File: config.mk
export PLATFORM = sky130hd
export DESIGN_NAME = piso_serializer_4bits_flat
export DESIGN_NICKNAME = d
export VERILOG_FILES = /design/src/rtl/piso_serializer_4bits_pkg.sv /design/src/rtl/piso_serializer_4bits_if.sv /design/src/rtl/piso_serializer_4bits_bit_counter.sv /design/src/rtl/piso_serializer_4bits.sv /design/src/flat_wrapper.sv
export SDC_FILE = /design/constraint.sdc
export NUM_CORES = 1
export LEC_CHECK = 0
export ABC_CLOCK_PERIOD_IN_PS = 2700
export CORE_MARGIN = 5
export CORE_UTILIZATION = 35
export DETAILED_ROUTE_END_ITERATION = 7
export PLACE_DENSITY = 0.72
export SLEW_MARGIN = 5
export SYNTH_ARGS = -nofsm -noshare
export SYNTH_HDL_FRONTEND = slang
export SYNTH_SLANG_ARGS = --single-unit
File: constraint.sdc
create_clock -name H -period 2.7 [get_ports H]
set_clock_uncertainty 0.2 [all_clocks]
set_input_delay 0.54 -clock H [delete_from_list [all_inputs] [get_ports H]]
set_output_delay 0.54 -clock H [all_outputs]
set_load 0.02 [all_outputs]
File: src/rtl/piso_serializer_4bits_pkg.sv
// Shared types and constants for the serial shift-register link
// (transmit serializer and any receiving end).
package serializer_pkg;

  localparam int DEFAULT_WIDTH = 4;

  localparam logic DIR_RIGHT = 1'b0;  // LSB first
  localparam logic DIR_LEFT  = 1'b1;  // MSB first

  typedef enum logic {
    IDLE  = 1'b0,
    SHIFT = 1'b1
  } state_e;

endpackage

File: src/rtl/piso_serializer_4bits_if.sv
// Word-load handshake and serial output bundle of the serializer.
interface piso_serializer_4bits_if
  import serializer_pkg::*;
#(
  parameter int WIDTH = DEFAULT_WIDTH
);

  logic [WIDTH-1:0] D;
  logic             SENS;
  logic             LOAD;
  logic             READY;
  logic             SO;
  logic             SO_EN;
  logic             DONE;

  // LOAD is valid, READY is ready. A word (D, SENS) transfers on a rising
  // edge where LOAD && READY. LOAD while READY is low is dropped, not held.
  modport master (
    output D, SENS, LOAD,
    input  READY, SO, SO_EN, DONE
  );

  modport slave (
    input  D, SENS, LOAD,
    output READY, SO, SO_EN, DONE
  );

endinterface

File: src/rtl/piso_serializer_4bits_bit_counter.sv
// Mod-WIDTH bit counter with synchronous clear and enable; clear wins over enable.
module bit_counter #(
  parameter int WIDTH = 4,
  parameter int CW    = (WIDTH > 1) ? $clog2(WIDTH) : 1
) (
  input  logic          clk_i,
  input  logic          rst_i,
  input  logic          clr_i,
  input  logic          en_i,
  output logic [CW-1:0] cnt_o,
  output logic          last_o
);

  logic [CW-1:0] cnt_q;

  assign last_o = (cnt_q == CW'(WIDTH - 1));
  assign cnt_o  = cnt_q;

  always_ff @(posedge clk_i) begin
    if (rst_i || clr_i) begin
      cnt_q <= '0;
    end else if (en_i) begin
      cnt_q <= last_o ? '0 : cnt_q + CW'(1);
    end
  end

endmodule

File: src/rtl/piso_serializer_4bits.sv
// Parallel-in serial-out transmitter: accepts one WIDTH-bit word per handshake
// and emits it one bit per clock, direction chosen per word.
module piso_serializer_4bits
  import serializer_pkg::*;
#(
  parameter int WIDTH = DEFAULT_WIDTH
) (
  input  logic                    H,
  input  logic                    RST,
  piso_serializer_4bits_if.slave  bus,
  output state_e                  state_o
);

  localparam int CW = $clog2(WIDTH);

  state_e           state_q;
  logic [WIDTH-1:0] shreg_q;
  logic             sens_q;
  logic [CW-1:0]    cnt;
  logic             last;
  logic             accept;
  logic [WIDTH-1:0] shifted;

  bit_counter #(.WIDTH(WIDTH), .CW(CW)) u_bit_counter (
    .clk_i  (H),
    .rst_i  (RST),
    .clr_i  (accept),
    .en_i   (state_q == SHIFT),
    .cnt_o  (cnt),
    .last_o (last)
  );

  // Ready in IDLE and on the last bit, so held LOAD streams words with no gap.
  assign bus.READY = (state_q == IDLE) || last;
  assign accept    = bus.LOAD && bus.READY;
  assign shifted   = (sens_q == DIR_RIGHT) ? {1'b0, shreg_q[WIDTH-1:1]}
                                           : {shreg_q[WIDTH-2:0], 1'b0};

  always_ff @(posedge H) begin
    if (RST) begin
      state_q <= IDLE;
      shreg_q <= '0;
      sens_q  <= DIR_RIGHT;
    end else begin
      case (state_q)
        IDLE: begin
          if (bus.LOAD) begin
            shreg_q <= bus.D;
            sens_q  <= bus.SENS;
            state_q <= SHIFT;
          end
        end
        SHIFT: begin
          if (accept) begin
            shreg_q <= bus.D;
            sens_q  <= bus.SENS;
          end else begin
            shreg_q <= shifted;
            if (last) state_q <= IDLE;
          end
        end
        default: state_q <= IDLE;
      endcase
    end
  end

  assign bus.SO_EN = (state_q == SHIFT);
  assign bus.SO    = bus.SO_EN && ((sens_q == DIR_RIGHT) ? shreg_q[0] : shreg_q[WIDTH-1]);
  assign bus.DONE  = bus.SO_EN && last;
  assign state_o   = state_q;

  logic unused_cnt;
  assign unused_cnt = ^cnt;

endmodule

File: src/flat_wrapper.sv
// flat-port wrapper written by rule: the top's interface ports become plain ports
module piso_serializer_4bits_flat import serializer_pkg::*;
#(
  parameter int WIDTH = DEFAULT_WIDTH
)
  (H, RST, state_o, bus_D, bus_SENS, bus_LOAD, bus_READY, bus_SO, bus_SO_EN, bus_DONE);
  piso_serializer_4bits_if #(.WIDTH(WIDTH)) bus_i ();
  input  logic H;
  input  logic RST;
  output state_e state_o;
  input wire logic [$bits(bus_i.D)-1:0] bus_D;
  input wire logic [$bits(bus_i.SENS)-1:0] bus_SENS;
  input wire logic [$bits(bus_i.LOAD)-1:0] bus_LOAD;
  output wire logic [$bits(bus_i.READY)-1:0] bus_READY;
  output wire logic [$bits(bus_i.SO)-1:0] bus_SO;
  output wire logic [$bits(bus_i.SO_EN)-1:0] bus_SO_EN;
  output wire logic [$bits(bus_i.DONE)-1:0] bus_DONE;
  assign bus_i.D = bus_D;
  assign bus_i.SENS = bus_SENS;
  assign bus_i.LOAD = bus_LOAD;
  assign bus_READY = bus_i.READY;
  assign bus_SO = bus_i.SO;
  assign bus_SO_EN = bus_i.SO_EN;
  assign bus_DONE = bus_i.DONE;
  piso_serializer_4bits #(.WIDTH(WIDTH)) u_core (.H(H), .RST(RST), .bus(bus_i), .state_o(state_o));
endmodule
==> results.yml <==
grt:
  grt_pass1_vias: 355
  grt_start_max_net_pins: 14
  grt_antenna_before_repair: 0
  gr-usage-all-layers_pct: 12.6
  wire_length_of_the_first_global_routing_pass_mm: 1.77
  overflow: 0
yosys:
  async_reset_ff_share_pct: 0
  yosysMostFrequentCell: "sky130_fd_sc_hd__dfxtp_1"
  post-synth-top-area-cell: "sky130_fd_sc_hd__dfxtp_1"
  synth.yosys.warnings: 0
  postSynthNetCount: 62
  synth.top_cell.area_share_pct: 32.9
  synth_cell_type_count: 28
  synth_ff_type: "sky130_fd_sc_hd__dfxtp_1"
  synth_sequential_area_ratio_pct: 32.9
  synth_enable_flop_cells: 0
  synthTopCellsByArea: "sky130_fd_sc_hd__dfxtp_1 (33%), sky130_fd_sc_hd__mux2i_1 (8.2%), sky130_fd_sc_hd__a2111oi_2 (6.2%)"
  post_synthesis_cells: 53
  synth_area_sq_um: 487
  post_synth.cell_area_avg_sq_um: 9.18
  synth_top_cells_by_count: "sky130_fd_sc_hd__dfxtp_1 (8), sky130_fd_sc_hd__nor2_1 (5), sky130_fd_sc_hd__mux2i_1 (4)"
  synthesis_stage_register_bit_count: 8
sta:
  final_period_minus_worst_setup_slack_ps: 2460
  setup_repair_after_global_routing_missed_its_margin: "no"
  final-hold-violation-count: 0
  max_slew.worst_pin.slew_ps: 487
  slew_headroom_pct: 67.4
  fin_crit_sh_pct: 91.0
  achievable-frequency_ghz: 0.407
  hold_slack_ps: 311
  final-max-slew-violation-count: 0
  report.final.setup_viol: 0
  finalSetupTns_ps: 0
route:
  detailroute.via_count: 409
  drt_pre_antenna_iters: 4
  routed_wire_length_mm: 1.01
  route.antenna.remaining_nets: 0
  avgRoutedWirePerCell_microns: 12.9
  drtIter0Drc: 7
  drc_errors: 0
  drt-vias-per-instance: 5.24
floorplan:
  row_count: 13
  die_x_microns: 47.3
  ios: 13
  core_area_sq_um: 1300
  chipHeight_microns: 47.3
  start_util_pct: 37.4
  die-area_sq_um: 2240
power_and_ir_drop:
  intPower_uw: 212
  power.static_leakage_uw: 0.000220
  power.share.combinational_pct: 21.1
  power.share.sequential_pct: 46.2
  power_switching_uw: 82.5
  power.ir.vdd_worst_mv: 0.261
  power.clock.fraction_pct: 32.7
  power-per-cell-area_nw_per_um2: 480
  p_sw_share_pct: 28.0
layout:
  final_nets: 74
  final_layout_size_suffix_gt1_share_pct: 17.5
  area_growth_pct: 26.0
  diodes: 0
  final-instance-count-excl-fill: 78
  postLayoutCoreUtil_pct: 47.1
clock_tree:
  cts.clk_slew.worst_paths_ps: 50
  clock_tree_sinks: 8
  htree_num_levels: 1
  post_cts_hold_buffer_count: 0
  cts_inserted_buffers: 3
  postCtsResizedCells: 0
  clock_tree.buffer_depth: 2
  cts_tree: "yes"
  clock_tree.root_cell: "sky130_fd_sc_hd__clkbuf_4"
  clk-insertion-delay-late_ps: 270
  postCtsSetupBuffers: 0
critical_path:
  timing.critical_path.arrival_ps: 1720
  setup.worst_path.end_class: "output pin"
  required_ps: 1960
  crit_path_max_fanout: 7
  timing_worst_setup_path_type: "reg2out"
  critical_path.startpoint_type: "register"
placement:
  post-dp-hpwl_microns: 723
  gp_routability_congestion: 0.719
  number_of_placed_instances_taps_included: 75
  port_buffers: 12
worst_hold_path:
  hold_path.class: "reg2reg"
status:
  outcome: "finished, final reports clean"
job:
  cap_violations: 0
==> registers in the layout, summed over array words and instances (netlist names) <==
register	count
u_core.sens_q	1
u_core.bus.SO_EN	1
u_core.shreg_q	4
u_core.u_bit_counter.cnt_o	2
==> cells by family (layout without fill, tap and decap cells) <==
family / count (synthesis) / after routing / share of synthesized area, %
and+or+nand+nor: 19 / 19 / 22.1
AOI/OAI and AO/OA: 13 / 13 / 23.1
buffers and inverters: 7 / 17 / 8.74
adders and majority gates: 1 / 1 / 2.57
muxes: 5 / 5 / 10.5
DFF: 8 / 8 / 32.9
==> power by group through the flow <==
stage	Clock, uW	Sequential (uW)	Combinational, uW
6_report	96.4	136	62.0
2_1_floorplan	0	134	46.2
5_1_grt	113	138	68.2
3_5_place_dp	0	139	62.1
4_1_cts	101	136	62.6
3_3_place_gp	0	138	61.7
==> metrics by stage <==
stage	power [uW]	instance area, sq um	worst slack (ps)
after floorplan	180	487	988
after global placement	200	591	531
after detailed placement	201	591	485
after CTS	300	613	211
after global routing	319	613	119
final	295	613	243
==> cell usage in the layout, fill, tap and decap left out, drive strengths merged, types with 2 or more instances in the layout <==
cell and count:
mux2i 4, inv 2, a2111oi 2, dfxtp 8, nor3b 2, nor3 2, clkdlybuf4s50 12, nor2 5
nor2b 3, o21ai 2, clkbuf 3, nand2 3, nand3 3, a21oi 4
==> worst max-delay path, stage by stage (launching register included) <==
cell and delay (ps):
sky130_fd_sc_hd__dfxtp_1 340, sky130_fd_sc_hd__ha_1 340, sky130_fd_sc_hd__nor2b_4 80, sky130_fd_sc_hd__inv_1 90, sky130_fd_sc_hd__clkdlybuf4s50_1 610
==> final timing paths <==
path / start / endpoint / slack (ps) / cells past startpoint
worst max-delay path: u_core.u_bit_counter.cnt_o[0]$_SDFFE_PP0P_ / bus_READY / 240 / 4
worst min-delay path: u_core.u_bit_counter.cnt_o[1]$_SDFFE_PP0P_ / u_core.u_bit_counter.cnt_o[1]$_SDFFE_PP0P_ / 310 / 2
worst max register to register: u_core.bus.SO_EN$_SDFF_PP0_ / u_core.u_bit_counter.cnt_o[1]$_SDFFE_PP0P_ / 1200 / 3
worst min register to register: u_core.u_bit_counter.cnt_o[1]$_SDFFE_PP0P_ / u_core.u_bit_counter.cnt_o[1]$_SDFFE_PP0P_ / 310 / 2
==> layer usage <==
| metal | GRT usage [%] | vias up | share of wire, % |
|---|---|---|---|
| met5 | 0 | - | 0 |
| met4 | 9.94 | 0 | 3.2 |
| met3 | 8.43 | 5 | 7.9 |
| met2 | 13.9 | 12 | 43 |
| met1 | 16.1 | 184 | 45 |
| li1 | - | 208 | - |
==> layout make-up <==
class                   count  area [sq um]
well taps                  15          18.8
fillers                   137           688
flip-flops and latches      8           160
inverters                   2          7.51
multi-input cells          38           284
repair buffers             12           120
clock buffers               3          22.5
No activity file was read; power rests on OpenSTA's default activity.
